**config.mk**
```make
export PLATFORM = sky130hd
export DESIGN_NAME = death_detector
export DESIGN_NICKNAME = d
export VERILOG_FILES = /design/src/rtl/death_detector.sv
export SDC_FILE = /design/constraint.sdc
export NUM_CORES = 1
export LEC_CHECK = 0
export CAP_MARGIN = 10
export CORE_AREA = 3 3 72 74
export DETAILED_ROUTE_END_ITERATION = 16
export DIE_AREA = 0 0 75 77
export PLACE_DENSITY = 0.73
export SLEW_MARGIN = 40
export SYNTH_ARGS = -nofsm -noshare
export SYNTH_HDL_FRONTEND = slang
export SYNTH_SLANG_ARGS = --single-unit
```
**constraint.sdc**
```tcl
create_clock -name clk -period 2.7 [get_ports clk]
set_input_delay 0.54 -clock clk [delete_from_list [all_inputs] [get_ports clk]]
set_output_delay 0.54 -clock clk [all_outputs]
set_load 0.02 [all_outputs]
```
**src/rtl/death_detector.sv**
```systemverilog
// death_detector: tracks player life state (IDLE/GRACE/ALIVE/DEAD) from
// per-frame position samples and emits one dead pulse per death.
`timescale 1ns/1ps
module death_detector #(
    parameter int PLAYER_W     = 16,
    parameter int OFF_FRAMES   = 3,
    parameter int GRACE_FRAMES = 120
) (
    input  logic       clk,
    input  logic       rst,
    input  logic       frame_tick,
    input  logic       start,
    input  logic [9:0] player_x,
    input  logic [9:0] road_left,
    input  logic [9:0] road_right,
    output logic       dead,
    output logic       in_grace,
    output logic       playing,
    output logic [7:0] death_count
);

    typedef enum logic [1:0] {
        IDLE  = 2'd0,
        GRACE = 2'd1,
        ALIVE = 2'd2,
        DEAD  = 2'd3
    } state_t;

    localparam logic [3:0] OFF_N   = 4'(OFF_FRAMES);
    localparam logic [7:0] GRACE_N = 8'(GRACE_FRAMES);

    state_t      state, state_nx;
    logic [3:0]  off_cnt, off_cnt_nx;
    logic [7:0]  grace_cnt, grace_cnt_nx;
    logic [7:0]  count_nx;

    // registered frame sample: tick plus the off-road / invalid verdicts
    logic        tick_q;
    logic        off_q;
    logic        bad_q;

    // 11-bit right edge so player_x + PLAYER_W - 1 cannot wrap
    logic [10:0] right_edge;
    logic        off_now;
    logic        bad_now;

    assign right_edge = {1'b0, player_x} + 11'(PLAYER_W) - 11'd1;
    assign off_now    = (player_x < road_left) || (right_edge > {1'b0, road_right});
    assign bad_now    = road_left > road_right;

    // capture the frame verdict only on frame_tick; delay the tick one cycle
    always_ff @(posedge clk or posedge rst) begin
        if (rst) begin
            tick_q <= 1'b0;
            off_q  <= 1'b0;
            bad_q  <= 1'b0;
        end else begin
            tick_q <= frame_tick;
            if (frame_tick) begin
                off_q <= off_now;
                bad_q <= bad_now;
            end
        end
    end

    // state and counter registers
    always_ff @(posedge clk or posedge rst) begin
        if (rst) begin
            state       <= IDLE;
            off_cnt     <= '0;
            grace_cnt   <= '0;
            death_count <= '0;
        end else begin
            state       <= state_nx;
            off_cnt     <= off_cnt_nx;
            grace_cnt   <= grace_cnt_nx;
            death_count <= count_nx;
        end
    end

    // next-state and counter updates driven by the registered frame sample
    always_comb begin
        state_nx     = state;
        off_cnt_nx   = off_cnt;
        grace_cnt_nx = grace_cnt;
        count_nx     = death_count;
        case (state)
            IDLE: begin
                if (start) begin
                    state_nx     = GRACE;
                    grace_cnt_nx = GRACE_N;
                end
            end
            GRACE: begin
                if (tick_q) begin
                    if (grace_cnt <= 8'd1) begin
                        state_nx     = ALIVE;
                        grace_cnt_nx = '0;
                        off_cnt_nx   = '0;
                    end else begin
                        grace_cnt_nx = grace_cnt - 8'd1;
                    end
                end
            end
            ALIVE: begin
                // invalid road frames leave the off-road count untouched
                if (tick_q && !bad_q) begin
                    if (off_q) begin
                        if (off_cnt + 4'd1 == OFF_N) begin
                            state_nx   = DEAD;
                            off_cnt_nx = '0;
                        end else begin
                            off_cnt_nx = off_cnt + 4'd1;
                        end
                    end else begin
                        off_cnt_nx = '0;
                    end
                end
            end
            DEAD: begin
                state_nx     = GRACE;
                grace_cnt_nx = GRACE_N;
                if (death_count != '1) begin
                    count_nx = death_count + 8'd1;
                end
            end
            default: state_nx = IDLE;
        endcase
    end

    assign dead     = (state == DEAD);
    assign in_grace = (state == GRACE);
    assign playing  = (state == GRACE) || (state == ALIVE);

endmodule

```
==> flow_metrics.py, run 1 <==
metrics = {
    "cts": {
        "cts_max_path_buffers": 2,
        "total_of_hold_buffers_inserted_after_clock_tree_synthesis": 0,
        "clock-root-buffer": "sky130_fd_sc_hd__clkbuf_8",
        "cts_made_buffers": 3,
        "clk_transition_reported_paths_ns": 0.09,
        "cts_sinks": 25,
        "clkLatencyLatePin_ns": 0.27,
        "ctsHtreeMaxLevel": 1,
        "tritoncts_clock_tree": "done",
    },
    "pwr": {
        "share_seq_of_total_power": 0.312,
        "power_switching_share": 0.426,
        "internal_power_mw": 1.09,
        "net_switching_power_mw": 0.807,
        "total_leakage_power_nw": 1.40,
        "max-vdd-ir-drop_mv": 0.264,
        "report.power.total_mw": 1.89,
        "combPwrFrac": 0.567,
        "pwr-share-clk": 0.121,
        "power_per_cell_area_mw_per_mm2": 639,
    },
    "timing": {
        "fmax_ghz": 0.393,
        "clock_skew_ns": 0.00175,
        "slew-limit-headroom": 0.607,
        "rsz_0062_raised_after_global_routing": "false",
        "worstMarginPinSlew_ns": 0.584,
        "finalSetupViolations": 0,
        "final_hold_viol_count": 0,
        "final_min_period_over_clock_period": 0.942,
        "fin_setup_tns_ns": 0,
        "period_needed_ns": 2.54,
        "report.final.slew_viol_count": 0,
    },
    "synthesis": {
        "synth_cell_types": 42,
        "syn_avg_cell_area_um2": 8.84,
        "yosysSeqAreaShare": 0.280,
        "postSynthRegisterBits": 25,
        "synth.cell_area_mm2": 0.00224,
        "asyncSetResetFlopFracSynth": 1.00,
        "synth.yosys.warnings": 0,
        "synth_nets": 327,
        "synth-edff-count": 0,
        "syn-instance-count": 253,
        "ys.flop_type": "sky130_fd_sc_hd__dfrtp_1",
    },
    "worst_setup_path": {
        "worst_ep_required_time_ns": 2.86,
        "sort_of_element_at_the_end_of_the_critical_path": "flop",
        "timing_worst_setup_path_type": "input pin to flop",
        "r2r_start": "grace_cnt[4]$_DFFE_PP0P_",
        "setup.worst_path.start": "player_x[4]",
        "timing.critical_path.from_type": "input pin",
        "critPathMaxFanout": 4,
        "reg2reg_setup_slack_ns": 0.41,
        "arr_time_crit_path_ns": 2.71,
    },
    "routing": {
        "drt_first_pass_iters": 4,
        "dr_total_vias": 2096,
        "wl_per_cell_um": 13.7,
        "remaining_drc_errors": 0,
        "drtIter0Drc": 98,
        "vias_per_cell": 5.63,
        "detailed_route_wire_length_um": 5110,
        "antenna_left": 0,
    },
    "finish": {
        "area.growth.synth_to_final_pct": 32.4,
        "layout-drive-gt1-share": 0.123,
        "postLayoutCoreUtil": 0.635,
        "layoutNonFillerInstCount": 372,
        "multi_input_comb_area_mm2": 0.00152,
        "final_nets": 393,
        "num_antenna_cells": 0,
        "sequential_area_um2": 626,
        "fill_cells": 402,
    },
    "die": {
        "area_enclosed_by_the_die_boundary_mm2": 0.00578,
        "num_rows": 25,
        "fp.dieW_um": 75,
        "design.core.area_mm2": 0.00466,
        "pin_count": 45,
        "die_h_um": 77,
        "initial_core_util": 0.480,
    },
    "hold_path": {
        "hp-class": "flop to flop",
        "worstHoldStart": "death_count[5]$_DFFE_PP0P_",
    },
    "global_route": {
        "grt_pass1_vias": 2113,
        "grt_antenna_before_repair": 0,
        "grt_pass1_wl_um": 9050,
        "largest_net_degree_at_the_start_of_global_routing": 15,
        "globalRouteTotalUtil": 0.192,
        "globalRouteOverflowTotal": 0,
    },
    "place": {
        "gp_congestion": 0.826,
        "numPortBuffers": 44,
        "post-place-cells": 367,
        "hpwl_um": 4270,
    },
    "flow_run": {
        "max_cap_violations": 0,
    },
    "run_status": {
        "outcome": "finished clean",
    },
}
## logic make-up after synthesis
logic type,share of synthesized area
buf+inv,0.0570
mux,0.0190
flops,0.280
compound gates,0.188
simple gates,0.186
fa+ha+maj,0.224
xor+xnor,0.0470
## synthesized netlist by cell type (all sizes together) (3+ instances only)
cell / count / area share
and3: 5 / 0.014
dfrtp: 25 / 0.28
xnor2: 9 / 0.035
nor3: 4 / 0.0089
nor4: 3 / 0.0084
nand3: 17 / 0.044
nor2b: 4 / 0.011
nand2: 17 / 0.029
or3: 3 / 0.0095
o31ai: 4 / 0.013
nor2: 10 / 0.017
nand4: 6 / 0.017
inv: 33 / 0.055
xor2: 3 / 0.012
ha: 40 / 0.22
a21oi: 19 / 0.043
a21o: 5 / 0.017
a41oi: 4 / 0.016
a2111oi: 3 / 0.012
o21ai: 17 / 0.038
## placed cells by master (no fill, tap or decap), types with 2 or more instances in the layout
| cell | Yosys | final |
|---|---|---|
| sky130_fd_sc_hd__or4_4 | 2 | 2 |
| sky130_fd_sc_hd__o21ai_1 | 2 | 2 |
| sky130_fd_sc_hd__xnor2_1 | 9 | 9 |
| sky130_fd_sc_hd__ha_1 | 40 | 39 |
| sky130_fd_sc_hd__nand4b_1 | 2 | 2 |
| sky130_fd_sc_hd__nor2b_1 | 4 | 4 |
| sky130_fd_sc_hd__buf_4 | 0 | 18 |
| sky130_fd_sc_hd__inv_1 | 33 | 32 |
| sky130_fd_sc_hd__a21oi_1 | 19 | 19 |
| sky130_fd_sc_hd__o21ai_0 | 15 | 15 |
| sky130_fd_sc_hd__dfrtp_1 | 25 | 25 |
| sky130_fd_sc_hd__dlymetal6s2s_1 | 0 | 2 |
| sky130_fd_sc_hd__nor2_1 | 10 | 9 |
| sky130_fd_sc_hd__nand4_1 | 6 | 6 |
| sky130_fd_sc_hd__clkdlybuf4s50_1 | 0 | 42 |
| sky130_fd_sc_hd__or3_2 | 2 | 2 |
| sky130_fd_sc_hd__o31ai_1 | 4 | 4 |
| sky130_fd_sc_hd__mux2_2 | 2 | 2 |
| sky130_fd_sc_hd__a41oi_1 | 4 | 4 |
| sky130_fd_sc_hd__nand3_1 | 16 | 15 |
| sky130_fd_sc_hd__xor2_1 | 3 | 3 |
| sky130_fd_sc_hd__nor4_1 | 3 | 3 |
| sky130_fd_sc_hd__a2111oi_0 | 3 | 2 |
| sky130_fd_sc_hd__and3_1 | 5 | 5 |
| sky130_fd_sc_hd__nand2_1 | 17 | 16 |
| sky130_fd_sc_hd__mux2i_1 | 2 | 2 |
| sky130_fd_sc_hd__clkbuf_8 | 0 | 3 |
| sky130_fd_sc_hd__a21o_1 | 4 | 4 |
| sky130_fd_sc_hd__nor3_1 | 4 | 4 |
## worst max-delay path: stages
cell,delay (ns)
sky130_fd_sc_hd__clkdlybuf4s50_1,0.47
sky130_fd_sc_hd__and3_1,0.23
sky130_fd_sc_hd__and3_1,0.19
sky130_fd_sc_hd__nand2_1,0.07
sky130_fd_sc_hd__xnor2_1,0.13
sky130_fd_sc_hd__ha_1,0.36
sky130_fd_sc_hd__nand4_1,0.12
sky130_fd_sc_hd__o31ai_1,0.25
sky130_fd_sc_hd__a21oi_1,0.07
sky130_fd_sc_hd__a211o_1,0.28
## power by group through the flow
stage | sequential [mW] | combinational, mW | clock [mW]
floorplan | 0.614 | 0.662 | 0
global placement | 0.589 | 1.05 | 0
detailed placement | 0.598 | 1.07 | 0
CTS | 0.590 | 1.08 | 0.233
global route | 0.611 | 1.22 | 0.250
finish | 0.590 | 1.07 | 0.229
## sequential cells by signal, summed over array words and instances (netlist names)
signal / flops
death_count: 8
grace_cnt: 8
off_cnt: 4
state: 2
bad_q: 1
off_q: 1
tick_q: 1
## routing by layer
metal	vias up	wire [um]	GRT usage
li1	1060	-	-
met1	979	2390	0.259
met5	-	0	0
met3	6	180	0.0210
met4	0	76	0.0658
met2	51	2460	0.311
## cell type report
type / count / share of cell area
Tap cell: 54 / 0.0228
Multi-Input combinational cell: 194 / 0.512
Timing Repair Buffer: 62 / 0.196
Sequential cell: 25 / 0.211
Clock inverter: 1 / 0.00169
Clock buffer: 3 / 0.0139
Inverter: 33 / 0.0418
## stage by stage
step / setup WS, ns / hold slack [ns] / area [um2]
after floorplan: 0.322 / 0.480 / 2240
final: 0.156 / 0.504 / 2960
after CTS: 0.0195 / 0.501 / 2920
after global placement: -0.241 / 0.480 / 2870
after global routing: 0.0277 / 0.525 / 2960
after detailed placement: -0.339 / 0.486 / 2870
## what timing repair did
item,in CTS,in global routing
gates cloned,0,0
gates resized for setup,2,9
endpoints found under the setup margin,1,1
setup buffers,0,1
pin swaps,0,6
## final timing paths
kind                                               to  depth (start not counted)
setup / recovery                    off_q$_DFFE_PP0P_                         10
hold / removal             death_count[5]$_DFFE_PP0P_                          1
setup reg to reg               off_cnt[1]$_DFFE_PP0P_                          5
hold reg to reg            death_count[5]$_DFFE_PP0P_                          1
max in group asynchronous           bad_q$_DFFE_PP0P_                          3
min in group asynchronous  death_count[5]$_DFFE_PP0P_                          2
No activity file was read; power rests on OpenSTA's default activity.
==> run 2: changes to the inputs <==
clock period = 2.75 ns   (was 2.7 ns; I/O delays follow)
==> flow_metrics.py, run 2 (synthesis results as in run 1) <==
metrics = {
    "run_status": {
        "outcome": "finished clean",
    },
    "finish": {
        "layout_common_cells": "sky130_fd_sc_hd__clkdlybuf4s50_1 (44), sky130_fd_sc_hd__ha_1 (39), sky130_fd_sc_hd__inv_1 (33)",
        "sequential_area_um2": 626,
        "fill_cells": 424,
        "layoutNonFillerInstCount": 370,
        "num_antenna_cells": 0,
        "area.growth.synth_to_final_pct": 30.6,
        "final_nets": 391,
        "finalInstanceArea_mm2": 0.00292,
        "layout-drive-gt1-share": 0.108,
        "layout_top_registers": "death_count x8, grace_cnt x8, off_cnt x4",
        "mostFrequentLayoutCell": "sky130_fd_sc_hd__clkdlybuf4s50_1",
        "multi_input_comb_area_mm2": 0.00150,
    },
    "worst_setup_path": {
        "timing_worst_setup_path_type": "input pin to flop",
        "timing.critical_path.from_type": "input pin",
        "critical-path-top-delay-family": "compound AO/OA/AOI/OAI gates",
        "r2r_start": "grace_cnt[4]$_DFFE_PP0P_",
        "arr_time_crit_path_ns": 2.77,
        "most_frequent_cp_cell": "sky130_fd_sc_hd__a21oi_1",
        "reg2reg_setup_slack_ns": 0.37,
        "worst-r2r-cell-count": 5,
        "worst-path-buf-inv": 3,
        "timing.critical_path.cells": "clkdlybuf4s50_1 -> inv_1 -> ha_2 -> nand2_2 -> buf_4 -> xor2_1 -> ha_1 -> nand4_1 -> a21oi_1 -> a2111oi_2 -> a21oi_1 -> a211o_1",
        "sort_of_element_at_the_end_of_the_critical_path": "flop",
        "critical_path.slowest_cell": "sky130_fd_sc_hd__clkdlybuf4s50_1",
        "critical-path-max-stage-delay_ns": 0.42,
        "critPathMaxFanout": 4,
        "worst_ep_required_time_ns": 2.92,
        "timing.rr.end": "off_cnt[0]$_DFFE_PP0P_",
    },
    "global_route": {
        "globalRouteTotalUtil": 0.196,
        "global_route.usage.met3": 0.0170,
        "largest_net_degree_at_the_start_of_global_routing": 16,
        "grt_antenna_before_repair": 0,
        "met1_usage": 0.255,
        "gr-usage-met2": 0.328,
        "grt_pass1_wl_um": 9170,
        "most_used_routing_layer_in_global_routing": "met2",
        "globalRouteOverflowTotal": 0,
        "grt_pass1_vias": 2114,
    },
    "hold_path": {
        "whs_endpoint": "death_count[5]$_DFFE_PP0P_",
        "worstHoldStart": "death_count[5]$_DFFE_PP0P_",
        "holdPathStages": 1,
        "hp-class": "flop to flop",
    },
    "cts": {
        "clk_transition_reported_paths_ns": 0.09,
        "ctsHtreeMaxLevel": 1,
        "cts_max_path_buffers": 2,
        "tritoncts_clock_tree": "done",
        "cts_sinks": 25,
        "total_of_hold_buffers_inserted_after_clock_tree_synthesis": 0,
        "cts_made_buffers": 3,
        "clkLatencyLatePin_ns": 0.28,
        "clock-root-buffer": "sky130_fd_sc_hd__clkbuf_8",
    },
    "flow_run": {
        "max_cap_violations": 0,
    },
    "timing": {
        "period_needed_ns": 2.60,
        "finalSetupViolations": 0,
        "worstMarginPinSlew_ns": 0.546,
        "clock_skew_ns": 0.00409,
        "slew-limit-headroom": 0.632,
        "final_hold_viol_count": 0,
        "report.final.slew_viol_count": 0,
        "fmax_ghz": 0.384,
        "fin_setup_tns_ns": 0,
        "final_min_period_over_clock_period": 0.947,
        "finalHoldWorstSlack_ns": 0.505,
        "rsz_0062_raised_after_global_routing": "false",
    },
    "die": {
        "num_rows": 25,
        "fp.dieW_um": 75,
        "pin_count": 45,
        "die_h_um": 77,
        "design.core.area_mm2": 0.00466,
        "initial_core_util": 0.480,
        "area_enclosed_by_the_die_boundary_mm2": 0.00578,
    },
    "place": {
        "placedInstanceArea_mm2": 0.00285,
        "gp_congestion": 0.832,
        "post-place-cells": 365,
        "hpwl_um": 4360,
        "numPortBuffers": 44,
    },
    "routing": {
        "vias_per_cell": 5.62,
        "drtIter0Drc": 70,
        "detailed_route_wire_length_um": 5130,
        "dr_total_vias": 2079,
        "remaining_drc_errors": 0,
        "drt_first_pass_iters": 4,
        "wl_per_cell_um": 13.9,
        "antenna_left": 0,
    },
    "pwr": {
        "max-vdd-ir-drop_mv": 0.285,
        "total_leakage_power_nw": 1.36,
        "power_per_cell_area_mw_per_mm2": 633,
    },
}
-- run 2: how the worst max path moves through the flow --
stage / cells after the start / slack (ns) / start / end
after detailed placement: 12 / -0.30 / player_x[1] / off_q$_DFFE_PP0P_
after floorplan: 10 / 0.36 / player_x[0] / off_q$_DFFE_PP0P_
after global routing: 12 / 0.001 / player_x[1] / off_q$_DFFE_PP0P_
after global placement: 11 / -0.20 / player_x[0] / off_q$_DFFE_PP0P_
after CTS: 12 / 0.02 / player_x[1] / off_q$_DFFE_PP0P_
final: 12 / 0.15 / player_x[1] / off_q$_DFFE_PP0P_
-- run 2: per-layer routing --
layer | up-vias | share of wire
met3 | 9 | 0.029
met2 | 45 | 0.50
met5 | - | 0
met4 | 0 | 0.020
li1 | 1054 | -
met1 | 971 | 0.45
-- run 2: per-stage QoR --
| step | util | setup WS [ns] | power [mW] |
|---|---|---|---|
| floorplan | - | 0.362 | 1.25 |
| global placement | 0.612 | -0.203 | 1.59 |
| detailed placement | 0.612 | -0.302 | 1.62 |
| CTS | 0.623 | 0.0162 | 1.86 |
| global route | 0.627 | 0.00135 | 2.02 |
| finish | 0.627 | 0.146 | 1.85 |
-- run 2: timing repair --
item	4_1_cts	5_1_grt
pin swaps	0	6
gates resized for setup	1	3
buffers inserted	0	1
setup endpoints to repair	1	1
-- run 2: power by group --
| group | internal [mW] | switching (mW) | leakage (nW) |
|---|---|---|---|
| combinational | 0.489 | 0.547 | 1.03 |
| clock | 0.103 | 0.129 | 0.0217 |
| sequential | 0.465 | 0.115 | 0.306 |
-- run 2: cell type report --
type | instances | share of cell area
Multi-Input combinational cell | 194 | 0.512
Sequential cell | 25 | 0.214
Timing Repair Buffer | 60 | 0.192
Inverter | 33 | 0.0424
Tap cell | 54 | 0.0231
Clock buffer | 3 | 0.0141
Clock inverter | 1 | 0.00257
